<file path="src/rtl/time_disp_pkg.sv">
// Shared definitions for the six-digit time display scanner:
// FSM states, digit count, seven-segment patterns and separator positions.
package time_disp_pkg;

  typedef enum logic [1:0] {
    LATCH,
    CONV,
    SCAN
  } state_e;

  localparam int unsigned NUM_DIGITS = 6;

  // Digit indices that carry the decimal point as a field separator
  localparam int unsigned DP_IDX_MIN = 2;
  localparam int unsigned DP_IDX_HR  = 4;

  // Active-high segment patterns for 0..9, bit order gfedcba
  localparam logic [6:0] SEG_LUT [10] = '{
    7'h3F, 7'h06, 7'h5B, 7'h4F, 7'h66,
    7'h6D, 7'h7D, 7'h07, 7'h7F, 7'h6F
  };

  function automatic logic [6:0] seg_of(input logic [3:0] d);
    seg_of = (d < 4'd10) ? SEG_LUT[d] : '0;
  endfunction

endpackage

</file>
<file path="src/rtl/time_bcd_conv.sv">
// Sequential single-field binary to two-digit BCD converter (subtract-by-10).
// While start is held the field value is consumed directly in the first cycle,
// so a field finishes in tens+1 cycles; done/tens/ones are valid in that cycle.
module time_bcd_conv (
  input  logic       clk,
  input  logic       rst,
  input  logic       start,
  input  logic [5:0] value,
  output logic       done,
  output logic [3:0] tens,
  output logic [3:0] ones
);

  logic       busy_q, busy_d;
  logic [5:0] rem_q, rem_d;
  logic [3:0] tens_q, tens_d;
  logic [5:0] cur_rem;
  logic [3:0] cur_tens;
  logic       active;

  // Work on the loaded value first, then on the running remainder
  always_comb begin
    cur_rem  = busy_q ? rem_q : value;
    cur_tens = busy_q ? tens_q : '0;
    active   = start | busy_q;
    done     = active && (cur_rem < 6'd10);
    tens     = cur_tens;
    ones     = cur_rem[3:0];
    busy_d   = 1'b0;
    rem_d    = rem_q;
    tens_d   = tens_q;
    if (active && !done) begin
      busy_d = 1'b1;
      rem_d  = cur_rem - 6'd10;
      tens_d = cur_tens + 4'd1;
    end
  end

  // Converter state registers
  always_ff @(posedge clk) begin
    if (rst) begin
      busy_q <= 1'b0;
      rem_q  <= '0;
      tens_q <= '0;
    end else begin
      busy_q <= busy_d;
      rem_q  <= rem_d;
      tens_q <= tens_d;
    end
  end

endmodule

</file>
<file path="src/rtl/time_disp_scan.sv">
// Multiplexed six-digit seven-segment driver for the 12-hour clock counter.
// Frame: LATCH (snapshot) -> CONV (BCD, secs/mins/hours) -> SCAN (6 digits).
// Optional build macro TIME_DISP_HOUR12_EN: snapshot hours 0 shown as 12.
module time_disp_scan
  import time_disp_pkg::*;
#(
  parameter int unsigned SCAN_DIV = 4
) (
  input  logic       clk,
  input  logic       rst,
  input  logic [3:0] hours,
  input  logic [5:0] mins,
  input  logic [5:0] secs,
  output logic [6:0] seg,
  output logic [5:0] an,
  output logic       dp,
  output logic       frame
);

  localparam int unsigned       DIV_W    = (SCAN_DIV > 1) ? $clog2(SCAN_DIV) : 1;
  localparam logic [DIV_W-1:0]  DIV_LAST = DIV_W'(SCAN_DIV - 1);
  localparam logic [2:0]        IDX_LAST = 3'(NUM_DIGITS - 1);

  state_e           state_q, state_d;
  logic [DIV_W-1:0] div_q, div_d;
  logic [2:0]       idx_q, idx_d;
  logic [1:0]       fld_q, fld_d;
  logic [3:0]       hrs_q, hrs_d;
  logic [5:0]       min_q, min_d;
  logic [5:0]       sec_q, sec_d;
  logic [3:0]       dig_q [NUM_DIGITS];
  logic [3:0]       dig_d [NUM_DIGITS];
  logic [6:0]       seg_q, seg_d;
  logic [5:0]       an_q, an_d;
  logic             dp_q, dp_d;
  logic             frame_q, frame_d;

  logic             conv_start, conv_done;
  logic [5:0]       conv_val;
  logic [3:0]       conv_tens, conv_ones;

  // Feed the converter the snapshot field currently being converted
  always_comb begin
    conv_start = (state_q == CONV);
    case (fld_q)
      2'd0:    conv_val = sec_q;
      2'd1:    conv_val = min_q;
      default: conv_val = {2'b00, hrs_q};
    endcase
  end

  time_bcd_conv u_conv (
    .clk   (clk),
    .rst   (rst),
    .start (conv_start),
    .value (conv_val),
    .done  (conv_done),
    .tens  (conv_tens),
    .ones  (conv_ones)
  );

  // Next-state, snapshot, digit store and registered output computation
  always_comb begin
    state_d = state_q;
    div_d   = div_q;
    idx_d   = idx_q;
    fld_d   = fld_q;
    hrs_d   = hrs_q;
    min_d   = min_q;
    sec_d   = sec_q;
    dig_d   = dig_q;
    case (state_q)
      LATCH: begin
        sec_d = secs;
        min_d = mins;
`ifdef TIME_DISP_HOUR12_EN
        hrs_d = (hours == 4'd0) ? 4'd12 : hours;
`else
        hrs_d = hours;
`endif
        fld_d   = '0;
        state_d = CONV;
      end
      CONV: begin
        if (conv_done) begin
          dig_d[{fld_q, 1'b0}] = conv_ones;
          dig_d[{fld_q, 1'b1}] = conv_tens;
          if (fld_q == 2'd2) begin
            state_d = SCAN;
            idx_d   = '0;
            div_d   = '0;
          end else begin
            fld_d = fld_q + 2'd1;
          end
        end
      end
      SCAN: begin
        if (div_q == DIV_LAST) begin
          div_d = '0;
          if (idx_q == IDX_LAST) begin
            state_d = LATCH;
          end else begin
            idx_d = idx_q + 3'd1;
          end
        end else begin
          div_d = div_q + 1'b1;
        end
      end
      default: state_d = LATCH;
    endcase

    // Outputs are computed from the next state so they line up with it
    frame_d = (state_d == LATCH);
    seg_d   = '0;
    an_d    = '0;
    dp_d    = 1'b0;
    if (state_d == SCAN) begin
      seg_d = seg_of(dig_q[idx_d]);
      an_d  = 6'b000001 << idx_d;
      dp_d  = (idx_d == 3'(DP_IDX_MIN)) || (idx_d == 3'(DP_IDX_HR));
    end
  end

  // State registers; reset parks the FSM on the last scan slot so the
  // first edge after release lands in LATCH with frame already asserted
  always_ff @(posedge clk) begin
    if (rst) begin
      state_q <= SCAN;
      div_q   <= DIV_LAST;
      idx_q   <= IDX_LAST;
      fld_q   <= '0;
      hrs_q   <= '0;
      min_q   <= '0;
      sec_q   <= '0;
      dig_q   <= '{default: '0};
      seg_q   <= '0;
      an_q    <= '0;
      dp_q    <= 1'b0;
      frame_q <= 1'b0;
    end else begin
      state_q <= state_d;
      div_q   <= div_d;
      idx_q   <= idx_d;
      fld_q   <= fld_d;
      hrs_q   <= hrs_d;
      min_q   <= min_d;
      sec_q   <= sec_d;
      dig_q   <= dig_d;
      seg_q   <= seg_d;
      an_q    <= an_d;
      dp_q    <= dp_d;
      frame_q <= frame_d;
    end
  end

  assign seg   = seg_q;
  assign an    = an_q;
  assign dp    = dp_q;
  assign frame = frame_q;

endmodule

</file>
<file path="config.mk">
export PLATFORM = sky130hd
export DESIGN_NAME = time_disp_scan
export DESIGN_NICKNAME = d
export VERILOG_FILES = /design/src/rtl/time_disp_pkg.sv /design/src/rtl/time_bcd_conv.sv /design/src/rtl/time_disp_scan.sv
export SDC_FILE = /design/constraint.sdc
export NUM_CORES = 1
export LEC_CHECK = 0
export ABC_AREA = 1
export BUFFER_PORTS_ARGS = -buffer_cell sky130_fd_sc_hd__buf_2
export CELL_PAD_IN_SITES_DETAIL_PLACEMENT = 0
export CELL_PAD_IN_SITES_GLOBAL_PLACEMENT = 1
export CORE_MARGIN = 5
export CORE_UTILIZATION = 40
export DETAILED_ROUTE_END_ITERATION = 7
export GPL_ROUTABILITY_DRIVEN = 0
export PLACE_DENSITY = 0.85
export SLEW_MARGIN = 20
export SYNTH_ARGS = -nofsm -noshare
export SYNTH_HDL_FRONTEND = slang
export SYNTH_SLANG_ARGS = --single-unit
</file>
<file path="constraint.sdc">
create_clock -name clk -period 3.6 [get_ports clk]
set_input_delay 0.9 -clock clk [delete_from_list [all_inputs] [get_ports clk]]
set_output_delay 0.9 -clock clk [all_outputs]
set_load 0.02 [all_outputs]
</file>
==> results.py <==
metrics = {
    "timing": {
        "maxSlewHeadroom": 0.336,
        "report.final.slew_viol_count": 0,
        "setup_viol": 0,
        "timing.final.crit_share": 0.887,
        "unrepaired_setup_endpoints_after_global_routing": "no",
        "number_of_failing_hold_endpoints_at_the_final_stage": 0,
        "achievable-frequency_mhz": 313,
        "skew_ns": 0.0102,
        "post-route-min-period_ns": 3.19,
        "pin_slew_with_the_least_headroom_to_its_limit_ns": 0.992,
        "setup_tns_ns": 0,
    },
    "synthesis": {
        "synth_seq_cells": 75,
        "synth.distinct_cells": 41,
        "fraction_of_synthesized_cell_area_in_xor_and_xnor_cells": 0.0117,
        "postSynth.topFlopCell": "dfxtp_1",
        "synth.yosys.seq_area_share": 0.400,
        "post_synth_inst_count": 505,
        "syn_area_per_cell_sq_um": 7.44,
        "post_synth_fa_ha_maj_area_fraction": 0.0633,
        "largest_family_of_logic_cells_by_synthesized_area": "simple AND/OR/NAND/NOR gates",
        "synth-edff-count": 0,
        "synthesis.nets": 542,
        "synthesis.area_sq_um": 3750,
        "synth.mux.area_fraction": 0,
        "synth-simple-area-share": 0.289,
        "synth_compound_gate_area_share": 0.157,
        "synth-warning-count": 0,
        "async_reset_ff_frac": 0,
    },
    "worst_setup_path": {
        "timing.critical_path.to_type": "flop",
        "path_max_fanout": 9,
        "setup.worst_path.class": "reg2reg",
        "critical_path_required_ns": 3.85,
        "critical_path.startpoint_type": "flop",
        "r2r_setup_slack_ns": 0.41,
        "crit_arrival_ns": 3.45,
    },
    "layout": {
        "num_antenna_cells": 0,
        "fill_cells": 950,
        "drive_gt1_frac": 0.182,
        "finish.utilization": 0.454,
        "layout_common_cells": "97 x nand2_1, 75 x dfxtp_1, 59 x nor2_1",
        "layout_commonest_cell": "nand2_1",
        "layout-area-overhead-vs-synth_pct": 11.1,
        "fin_cells": 649,
        "nNetsFinal": 571,
    },
    "power_and_ir_drop": {
        "cellPowerDensity_nw_per_um2": 786,
        "report.power.total_mw": 3.28,
        "p_leak_nw": 1.91,
        "ir_drop_uv": 210,
    },
    "clocking": {
        "clk_pin_slew_worst_paths_ns": 0.07,
        "clock_path_buffers": 2,
        "cts.hold.buffers_added": 0,
        "numClockSinks": 75,
        "tritoncts_clock_tree": "done",
        "clock_insertion_delay_worst_skew_ns": 0.35,
        "cts-root-buf": "clkbuf_8",
        "postCtsSetupRepairBufs": 0,
        "cts_htree_levels": 3,
        "cts_buffers": 9,
    },
    "floorplan": {
        "coreArea_sq_um": 9200,
        "design.die.area_sq_um": 11400,
        "ioPinCount": 33,
        "starting_density_of_the_core": 0.408,
        "chipWidth_um": 107,
        "die_h_um": 107,
        "floorplan.rows": 35,
    },
    "job": {
        "max_cap_viol_count": 0,
    },
    "route": {
        "remaining_drc_errors": 0,
        "wl_per_cell_um": 12.6,
        "drt_pre_antenna_iters": 4,
        "route.vias.total": 3176,
        "drt.antenna.violating_nets": 0,
        "detail_route.iter0.violations": 172,
        "drt_wl_total_um": 8170,
        "drt-vias-per-instance": 4.89,
    },
    "min_path": {
        "hold_path_class": "reg2reg",
    },
    "placed_design": {
        "place_hpwl_um": 6020,
        "placement.io_buffers": 32,
        "numPlacedInstances": 634,
    },
    "global_route": {
        "vias_in_the_first_global_route": 2970,
        "grt_start_max_net_pins": 48,
        "first_pass_grt_wire_length_um": 14000,
        "global_route.overflow_total": 0,
        "global_route.usage.total": 0.152,
        "antenna_found_initial": 0,
    },
    "status": {
        "outcome": "completed",
    },
}
==> flip-flops by register name, indices dropped and copies added (netlist names) <==
register and cells:
dig_q 24, u_conv.busy_q 1, sec_q 6, state_q 2
div_q 2, an 6, u_conv.tens_q 4, min_q 6
seg 7, dp 1, idx_q 3, frame 1
u_conv.rem_q 6, hrs_q 4, fld_q 2
==> Yosys cell counts (3+ instances only) <==
library cell,count,area (sq um)
ha_1,19,238
nand2_2,11,68.8
inv_1,44,165
nand2_4,5,56.3
inv_2,11,41.3
o21ai_0,46,230
a21oi_1,43,215
a211oi_1,4,30.0
a31oi_1,3,18.8
nand3b_1,5,37.5
clkbuf_1,11,41.3
nor2_2,8,50.1
nand2_1,97,364
o21ai_1,4,20.0
dfxtp_1,75,1500
nand3_2,3,30.0
xor2_1,5,43.8
nand3_1,25,125
nor2_1,59,221
==> final cells by class <==
type | instances | area, sq um | share of cell area
Multi-Input combinational cell | 358 | 1970 | 0.472
Sequential cell | 75 | 1500 | 0.360
Inverter | 56 | 213 | 0.0510
Timing Repair Buffer | 34 | 175 | 0.0420
Tap cell | 111 | 139 | 0.0333
Clock buffer | 12 | 135 | 0.0324
Clock inverter | 3 | 40.0 | 0.00960
==> power breakdown <==
| group | internal [mW] | switching [mW] |
|---|---|---|
| clock network | 0.315 | 0.292 |
| logic | 0.502 | 1.10 |
| registers | 0.987 | 0.0865 |
==> layer usage <==
layer / GRT usage / vias up / part of all wire
li1: - / 1687 / -
met1: 0.206 / 1430 / 0.50
met2: 0.237 / 49 / 0.45
met3: 0.0379 / 10 / 0.035
met4: 0.0502 / 0 / 0.015
met5: 0 / - / 0
==> per-stage QoR <==
stage,worst slack (ns),hold slack (ns),instance area (sq um)
after floorplan,0.796,0.430,3750
final,0.405,0.468,4170
after global placement,0.429,0.453,3980
after global routing,0.00793,0.496,4170
after CTS,0.327,0.464,4160
after detailed placement,0.345,0.452,3980
==> logic make-up (layout without fill, tap and decap cells) <==
group / after synthesis / in the layout
AO/OA/AOI/OAI: 109 / 109
XOR/XNOR: 5 / 5
adder cells (fa/ha/maj): 19 / 19
buffers and inverters: 72 / 105
flip-flops: 75 / 75
AND/OR/NAND/NOR: 225 / 225
==> critical path: stages, from the launching register on <==
cell	delay, ns
dfxtp_1	0.36
inv_1	0.11
ha_1	0.27
nor2_4	0.16
nor2_1	0.07
nand2_1	0.09
nand2_1	0.09
inv_2	0.09
nand2_1	0.08
a21oi_2	0.17
nand3b_1	0.13
nand3_1	0.13
nand2_4	0.11
inv_4	0.12
nand2_2	0.08
or2_0	0.21
nand3_1	0.09
nand2_1	0.11
ha_1	0.28
nand3b_1	0.18
nor2_1	0.12
nor2_2	0.05
==> repair_timing <==
item	in CTS	in global routing
resized for setup	0	4
setup endpoints to repair	0	5
hold endpoints to repair	0	0
==> path summary, 6_finish.rpt <==
path	start	end	depth (start not counted)
worst max-delay path	fld_q[0]$_SDFFE_PP0P_	seg[1]$_SDFF_PP0_	21
worst min-delay path	u_conv.tens_q[1]$_SDFFE_PP0P_	u_conv.tens_q[1]$_SDFFE_PP0P_	2
worst max register to register	fld_q[0]$_SDFFE_PP0P_	seg[1]$_SDFF_PP0_	21
worst min register to register	u_conv.tens_q[1]$_SDFFE_PP0P_	u_conv.tens_q[1]$_SDFFE_PP0P_	2
(Power assumes the default switching activity.)
